==> config.mk <==
export PLATFORM = sky130hd
export DESIGN_NAME = pac_bus_fabric
export DESIGN_NICKNAME = d
export VERILOG_FILES = /design/src/rtl/pac_bus_fabric.sv
export SDC_FILE = /design/constraint.sdc
export NUM_CORES = 1
export LEC_CHECK = 0
export CORE_ASPECT_RATIO = 0.9
export CORE_MARGIN = 5
export CORE_UTILIZATION = 40
export DETAILED_ROUTE_END_ITERATION = 7
export GPL_ROUTABILITY_DRIVEN = 0
export HOLD_SLACK_MARGIN = 0.05
export PLACE_DENSITY = 0.74
export RECOVER_POWER = 50
export SLEW_MARGIN = 5
export SYNTH_ARGS = -nofsm -noshare
export SYNTH_HDL_FRONTEND = slang
export SYNTH_SLANG_ARGS = --single-unit
export TNS_END_PERCENT = 5
==> constraint.sdc <==
create_clock -name clk -period 2.6 [get_ports clk]
set_clock_uncertainty 0.05 [all_clocks]
set_input_delay 0.52 -clock clk [delete_from_list [all_inputs] [get_ports clk]]
set_output_delay 0.52 -clock clk [all_outputs]
set_load 0.01 [all_outputs]
==> src/rtl/pac_bus_fabric.sv <==
// pac_bus_fabric
// Memory-mapped bus fabric between the Pac-ARM core and its peripherals.
// Decodes each core request into the data-RAM window or the keyboard register
// window, forwards RAM writes combinationally, and answers every request
// (read, write or error) with a one-cycle ready pulse in the following cycle.
// The keyboard window fronts a small FIFO of scan codes with status,
// overflow and bus-error tracking.
//
// Ports:
//   clk, rst_n            clock, asynchronous active-low reset
//   direc                 core byte address
//   datoOut               core write data
//   memWr, memRd          core write / read strobes (write wins if both high)
//   datoIn                read data returned to the core
//   ready                 response pulse for the previous cycle's request
//   ram_we, ram_addr,
//   ram_wdata, ram_rdata  synchronous data-RAM port (read data one cycle late)
//   key_valid, key_code   keyboard scanner offer
//   key_ready             FIFO not full
//   key_irq               FIFO non-empty
module pac_bus_fabric #(
    parameter int                ADDR_W    = 32,
    parameter int                DATA_W    = 32,
    parameter int                MEM_WORDS = 512,
    parameter logic [ADDR_W-1:0] KEY_BASE  = 32'h0000_1000,
    parameter int                KEY_DEPTH = 8
) (
    input  logic                         clk,
    input  logic                         rst_n,
    input  logic [ADDR_W-1:0]            direc,
    input  logic [DATA_W-1:0]            datoOut,
    input  logic                         memWr,
    input  logic                         memRd,
    output logic [DATA_W-1:0]            datoIn,
    output logic                         ready,
    output logic                         ram_we,
    output logic [$clog2(MEM_WORDS)-1:0] ram_addr,
    output logic [DATA_W-1:0]            ram_wdata,
    input  logic [DATA_W-1:0]            ram_rdata,
    input  logic                         key_valid,
    input  logic [7:0]                   key_code,
    output logic                         key_ready,
    output logic                         key_irq
);
    localparam int                MW        = $clog2(MEM_WORDS);
    localparam int                PW        = $clog2(KEY_DEPTH);
    localparam logic [ADDR_W-1:0] RAM_LIMIT = ADDR_W'(MEM_WORDS * 4);
    localparam logic [PW:0]       FULL_CNT  = (PW + 1)'(KEY_DEPTH);

    // Request qualification and address decode (request cycle)
    logic req, wr_req, rd_req;
    logic aligned, ram_hit, key_data_hit, key_stat_hit, key_ctrl_hit, err;

    assign req    = memRd | memWr;
    assign wr_req = memWr;
    assign rd_req = memRd & ~memWr;

    assign aligned      = (direc[1:0] == 2'b00);
    assign ram_hit      = aligned && (direc < RAM_LIMIT);
    assign key_data_hit = (direc == KEY_BASE);
    assign key_stat_hit = (direc == KEY_BASE + ADDR_W'(4));
    assign key_ctrl_hit = (direc == KEY_BASE + ADDR_W'(8));
    assign err          = req & ~(ram_hit | key_data_hit | key_stat_hit | key_ctrl_hit);

    assign ram_we    = wr_req & ram_hit;
    assign ram_addr  = direc[2 +: MW];
    assign ram_wdata = datoOut;

    // Keyboard FIFO
    logic [7:0]    fifo_mem [KEY_DEPTH];
    logic [PW-1:0] wr_ptr, rd_ptr;
    logic [PW:0]   count;
    logic          full, empty, push, pop, flush;
    logic          clr_ovf, clr_err, overflow, bus_err;

    assign full      = (count == FULL_CNT);
    assign empty     = (count == '0);
    assign key_ready = ~full;
    assign key_irq   = ~empty;

    assign push    = key_valid & ~full;
    assign pop     = rd_req & key_data_hit & ~empty;
    assign flush   = wr_req & key_ctrl_hit & datoOut[2];
    assign clr_ovf = wr_req & key_ctrl_hit & datoOut[0];
    assign clr_err = wr_req & key_ctrl_hit & datoOut[1];

    // Storage is not reset: stale entries are unreachable once count is zero.
    always_ff @(posedge clk) begin
        if (push)
            fifo_mem[wr_ptr] <= key_code;
    end

    // Keyboard-window read data, selected in the request cycle
    logic [31:0]       status_word;
    logic [DATA_W-1:0] key_rdata;

    assign status_word = {12'b0, bus_err, overflow, full, empty, 8'b0, 8'(count)};

    always_comb begin
        key_rdata = '0;
        if (key_data_hit && !empty)
            key_rdata = DATA_W'(fifo_mem[rd_ptr]);
        else if (key_stat_hit)
            key_rdata = DATA_W'(status_word);
    end

    // Response stage: ready, pending RAM read flag, held read data
    logic              ram_rd_p1;
    logic [DATA_W-1:0] dat_hold;

    always_ff @(posedge clk or negedge rst_n) begin
        if (!rst_n) begin
            wr_ptr    <= '0;
            rd_ptr    <= '0;
            count     <= '0;
            overflow  <= 1'b0;
            bus_err   <= 1'b0;
            ready     <= 1'b0;
            ram_rd_p1 <= 1'b0;
            dat_hold  <= '0;
        end else begin
            if (flush) begin
                wr_ptr <= '0;
                rd_ptr <= '0;
                count  <= '0;
            end else begin
                if (push) wr_ptr <= wr_ptr + 1'b1;
                if (pop)  rd_ptr <= rd_ptr + 1'b1;
                case ({push, pop})
                    2'b10:   count <= count + 1'b1;
                    2'b01:   count <= count - 1'b1;
                    default: count <= count;
                endcase
            end

            // Set events take priority over a coincident software clear.
            if (key_valid && full) overflow <= 1'b1;
            else if (clr_ovf)      overflow <= 1'b0;

            if (err)          bus_err <= 1'b1;
            else if (clr_err) bus_err <= 1'b0;

            ready     <= req;
            ram_rd_p1 <= rd_req & ram_hit;

            // Keyboard/error reads are captured at the request edge; a RAM
            // read is captured one edge later so the value keeps holding.
            if (rd_req && !ram_hit)
                dat_hold <= key_rdata;
            else if (ram_rd_p1)
                dat_hold <= ram_rdata;
        end
    end

    // The synchronous RAM output is already registered, so it is passed
    // straight through during its response cycle.
    assign datoIn = ram_rd_p1 ? ram_rdata : dat_hold;

endmodule

# After elaboration in Yosys (flattened, before gate mapping)
# Memory sizes are Yosys's and may differ from the RTL's.
# Index checks and enable logic that the tools add are counted.
[word_totals]
reg_bits = 46
latch_bits = 0
mem_bits_rw = 64
rom_bits = 0
inputBits = 109
out_inout_bits = 77
elab_cells = 68
memories = 1
[memory_table]
columns = ["memory", "words", "width", "read_ports", "rd_clocked_by_memory_dff", "write_ports", "line_no", "source"]
rows = [
  ["fifo_mem", 8, 8, 1, 0, 1, "70", "logic [7:0] fifo_mem [KEY_DEPTH];"],
]
[op_classes]
addsub = 4
multipliers = 0
div = 0
n_lt_le_gt_ge = 1
n_eq_ne = 6
shift = 0
muxes = 16
bitwise_logic = 19
n_reduce_logical = 13
[op_table]
columns = ["operator", "count"]
rows = [
  ["$eq A32 B13 Y1 const B", 3],
  ["$mux W32", 2],
  ["$mux W20", 2],
  ["$lt A32 B12 Y1 const B", 1],
  ["$mux W3", 4],
  ["$and A1 B1 Y1", 11],
  ["$pmux W4 S2", 1],
  ["$reduce_bool A2 Y1", 4],
  ["$add A3 B1 Y3 const B", 2],
  ["$mux W1", 6],
  ["$add A4 B1 Y4 const B", 1],
  ["$eq A4 B4 Y1 const B", 1],
  ["$logic_and A1 B1 Y1", 4],
  ["$logic_not A4 Y1", 1],
  ["$mux W4", 1],
  ["$not A1 Y1", 4],
  ["$or A1 B1 Y1", 4],
  ["$sub A4 B1 Y4 const B", 1],
  ["$reduce_bool A3 Y1", 1],
  ["$eq A2 B1 Y1 const B", 1],
  ["$eq A2 B2 Y1 const B", 1],
  ["$logic_not A1 Y1", 2],
  ["$logic_not A2 Y1", 1],
]

# Depth between registers and ports, before layout
[logic_depth]
ltp_word = 8
mapped_depth = 12
ltp_nobuf = 9

# Worst setup path before layout
# No wires, ideal clock.
[synth_timing]
path_kind = "reg2reg"
startpoint = "reg count[1]"
endpoint = "reg count[3]"
setup_ps = 128
t_arrival_ps = 2638
required_time_ps = 2422
slack_ps = -215
stages_incl_launch_ff = 12
n_path_buf = 3
synth_period_minus_slack_ps = 2815
cell_sequence = "dfrtp_1 -> buf_6 -> or4b_4 -> buf_6 -> and2_4 -> buf_6 -> nor4_4 -> ha_1 -> a31oi_1 -> nor2_1 -> mux2i_1 -> mux2_1"
[synth_via]
elab_chain_len = 6
word_cells_on_any_way = 13
classes_between = "add/sub: 2; eq/ne: 3; mux: 2; bitwise: 4; reduce/logical: 2"
[synth_rtl]
columns = ["item", "line_no", "source"]
rows = [
  ["from (decl)", "72", "logic [PW:0] count;"],
  ["from (signal assigned)", "130", "2'b10: count <= count + 1'b1;"],
  ["from (signal assigned)", "131", "2'b01: count <= count - 1'b1;"],
  ["from (signal assigned)", "132", "default: count <= count;"],
  ["$eq A4 B4 Y1 *", "76", "assign full = (count == FULL_CNT);"],
  ["$not A1 Y1 *", "n/a", ""],
  ["via key_ready", "42", "output logic key_ready,"],
  ["$and A1 B1 Y1 *", "81", "assign push = key_valid & ~full;"],
  ["$eq A2 B1 Y1 / $eq A2 B2 Y1 (equally long branches)", "129", "case ({push, pop})"],
  ["$pmux W4 S2", "129", ""],
  ["$mux W4", "122", "if (flush) begin"],
]
# The timed path passes the listed nets; every way through them passes the cells marked *.
# A chain may end at the register's enable or synchronous reset.

# Final worst setup path
[layout_timing]
startpoint = "reg count[0]"
endpoint = "reg count[3]"
[layout_via]
elab_chain_len = 6
word_cells_on_any_way = 13
classes_between = "add/sub: 2; eq/ne: 3; mux: 2; bitwise: 4; reduce/logical: 2"
[layout_rtl]
columns = ["item", "line_no"]
rows = [
  ["$eq A4 B4 Y1 / $logic_not A4 Y1 (equally long branches)", "76, 77"],
  ["$not A1 Y1 (on tied branches)", "81, 82"],
  ["$and A1 B1 Y1 (on tied branches)", "81, 82"],
  ["$eq A2 B1 Y1 / $eq A2 B2 Y1 (equally long branches)", "129"],
  ["$pmux W4 S2", "129"],
  ["$mux W4", "122"],
]
# Parallel ways exist; a longest one is shown, timed or not.

==> summary.md <==
| Metric | Value |
|---|---|
| Top FF cell, synth | edfxtp_1 |
| Fraction of registers with async set/reset | 41.82% |
| Worst Setup End Kind | flop |
| Type of the worst setup path | reg -> reg |
| RSZ-0062 raised after global routing | true |
| Fin crit period | 2.616 ns |
| Dpl cell area | 0.006855 mm2 |
| Non-Filler Instances | 679 |
| Die X | 131.6 um |
| CP startpoint kind | flop |
| DR DRC count | 0 |
| DIE AREA | 0.01572 mm2 |
| Total GRT Usage | 15.76% |
| N_diodes | 0 |
| Vias in the first global route | 3569 |
| DRT antenna net count | 0 |
| Synth top area share | 36.10% |
| Count of different cell masters after synthesis | 51 |
| Grt total ovfl | 0 |
| Mapped Cells | 376 |
| Maximum clock frequency | 0.3823 GHz |
| Top-count cell post-synth | edfxtp_1 |
| Final WL | 12750 um |
| Status | complete, but fails checks |
| Hold Path Class | in -> async |
| Slew Limit Headroom | 24.18% |
| Area occupied by multi-input gates | 0.001902 mm2 |
| Die Ht | 119.4 um |
| Root Driver | clkbuf_16 |
| Final slew viol count | 0 |
| Mapped Nets | 489 |
| # clock sinks | 110 |
| H-Tree Level Count | 3 |
| Leakage | 2.868 nW |
| Routed vias/inst | 5.116 |
| Final hold vios | 0 |
| # rows | 40 |
| Synth warn | 0 |
| Failing checks | negative setup slack |
| Clock Tree Buf Depth | 2 |
| Largest area contributor in the netlist | edfxtp_1 |
| Hold_ws | 0.4226 ns |
| Fill cells | 1091 |
| CTS tree | built |
| PD cells | 510.9 mW/mm2 |
| Number of synthesized flops with an enable pin | 64 |
| Clock-pin transition on the worst setup and hold timing paths | 0.07 ns |
| Placed Cells | 661 |
| Commonest cells in the synthesized netlist | edfxtp_1 (64), dfrtp_1 (46), buf_4 (42), mux2_2 (40), nand2_1 (22) |
| Wire length per cell | 18.78 um |
| Cell area after synthesis | 0.005324 mm2 |
| Worst path required time | 2.78 ns |
| Sequential Area | 0.003075 mm2 |
| Vias | 3474 |
| Pwr Total | 3.670 mW |
| Iteration-0 DRC Markers | 167 |
| Post-CTS Hold Fix Bufs | 0 |
| First-pass GRT wire length | 19720 um |
| Final worst-path cycle share | 100.6% |
| Share of layout cells above drive strength 1 | 28.57% |
| Starting Density | 40.29% |
| PortBufs | 127 |
| Largest net degree at the start of global routing | 47 |
| Initial antenna violation count | 0 |
| Avg Inst Size Synth | 14.16 um2 |
| Layout Cell Area excl Fill | 0.007183 mm2 |
| Top cells by area, synth | edfxtp_1 (36%), dfrtp_1 (22%), mux2_2 (8.5%) |
| Initial DRT Pass Iterations | 4 |
| Layout net count | 619 |
| Peak supply drop | 0.0003889 V |
| Crit path max fanout | 3 |
| Data arrival, critical path | 2.79 ns |
| # setup viols final | 1 |
| HPWL Detailed | 9897 um |
| Slew @ Worst Pin | 1.137 ns |
| Register area share after synthesis | 57.72% |
| Core area | 0.01321 mm2 |
| Clk Latency, worst-skew pair | 0.35 ns |
| I/O Pins | 186 |
| Max Cap Viol | 0 |
| Flops & latches, synth | 110 |
| CTS Buf Count | 9 |
| Synthesis-to-layout area growth | 34.92% |
| Setup WS post-layout | -0.01550 ns |
[repair_timing]
action                                  4_1_cts  5_1_grt
resized for setup                             9       16
pin swaps                                     4        8
endpoints found under the setup margin        5        4
buffers inserted                              1        1
[placed cells by master, fill, tap and decap left out, types with 4 or more instances in the layout]
cell              n
a22o_1            4
and2_1           21
buf_4            48
clkbuf_16         9
clkdlybuf4s50_1  97
dfrtp_1          44
dlygate4sd2_1     5
dlygate4sd3_1    11
dlymetal6s2s_1   12
edfxtp_1         64
inv_1             4
mux2_2           40
mux4_2           16
nand2_1          22
nand2b_1          4
nand3_1           5
nor2_1           19
nor3_1            5
nor4_1            4
nor4_2            4
nor4_4            5
xnor2_1           5
[final cells by class]
cell class | count | area share (%)
Sequential cell | 110 | 42.81
Multi-Input combinational cell | 202 | 26.48
Timing Repair Buffer | 179 | 23.58
Clock buffer | 9 | 3.135
Tap cell | 168 | 2.926
Clock inverter | 7 | 0.8535
Inverter | 4 | 0.2090
[cells by family (layout without fill, tap and decap cells)]
group	after synthesis	count (layout)	share of synthesized area [%]
AOI/OAI and AO/OA	23	23	3.220
xor gates and xnor gates	8	8	1.575
adders and majority gates	4	4	0.9401
buffers and inverters	64	199	7.990
DFF	110	110	57.72
muxes	60	60	16.00
and+or+nand+nor	107	107	12.55
[routing by layer]
metal	share of wire (%)	global-route usage, %
met4	1.6	3.920
met2	51	27.41
met5	0	0.6536
met1	41	18.86
met3	6.5	5.236
[worst paths after layout]
kind / from / end / slack [ns] / cells past startpoint
setup / recovery: count[0] / count[3] / -0.02 / 8
hold / removal: rst_n / dat_hold[29] / 0.42 / 2
setup reg to reg: count[0] / count[3] / -0.02 / 8
hold reg to reg: overflow / overflow / 0.46 / 1
max in group asynchronous: rst_n / count[3] / 1.31 / 2
min in group clk: overflow / overflow / 0.46 / 1
[power by group]
group	leakage (nW)	total, mW	switching (mW)	internal, mW
combinational	1.53	0.436	0.189	0.247
clock	0.146	1.33	0.657	0.674
sequential	1.19	1.90	0.0217	1.88
total	2.87	3.67	0.867	2.80
[worst max-delay path, cell delays in order (launching register included)]
cell     delay [ns]
dfrtp_2        0.43
or4b_4         0.53
and2_4         0.17
nor4_4         0.29
ha_1           0.30
a31oi_1        0.20
nor2_1         0.06
mux2i_1        0.16
mux2_1         0.33
[sequential cells by signal, indices dropped and copies added (netlist names)]
name / cells
dat_hold: 32
ready: 1
rd_ptr: 3
bus_err: 1
fifo_mem: 64
wr_ptr: 3
count: 4
ram_rd_p1: 1
overflow: 1
[stage by stage]
step                      setup slack (ns)  TNS (ns)  utilization [%]
after floorplan                   -0.04607  -0.04607                -
after global placement             -0.4151    -1.909            51.88
after detailed placement           -0.4712    -2.779            51.88
after CTS                        0.0004032         0            54.15
after global routing               -0.1701   -0.2172            54.37
final                             -0.01550  -0.01550            54.37
Note: power is estimated with default switching activity, not from simulation.
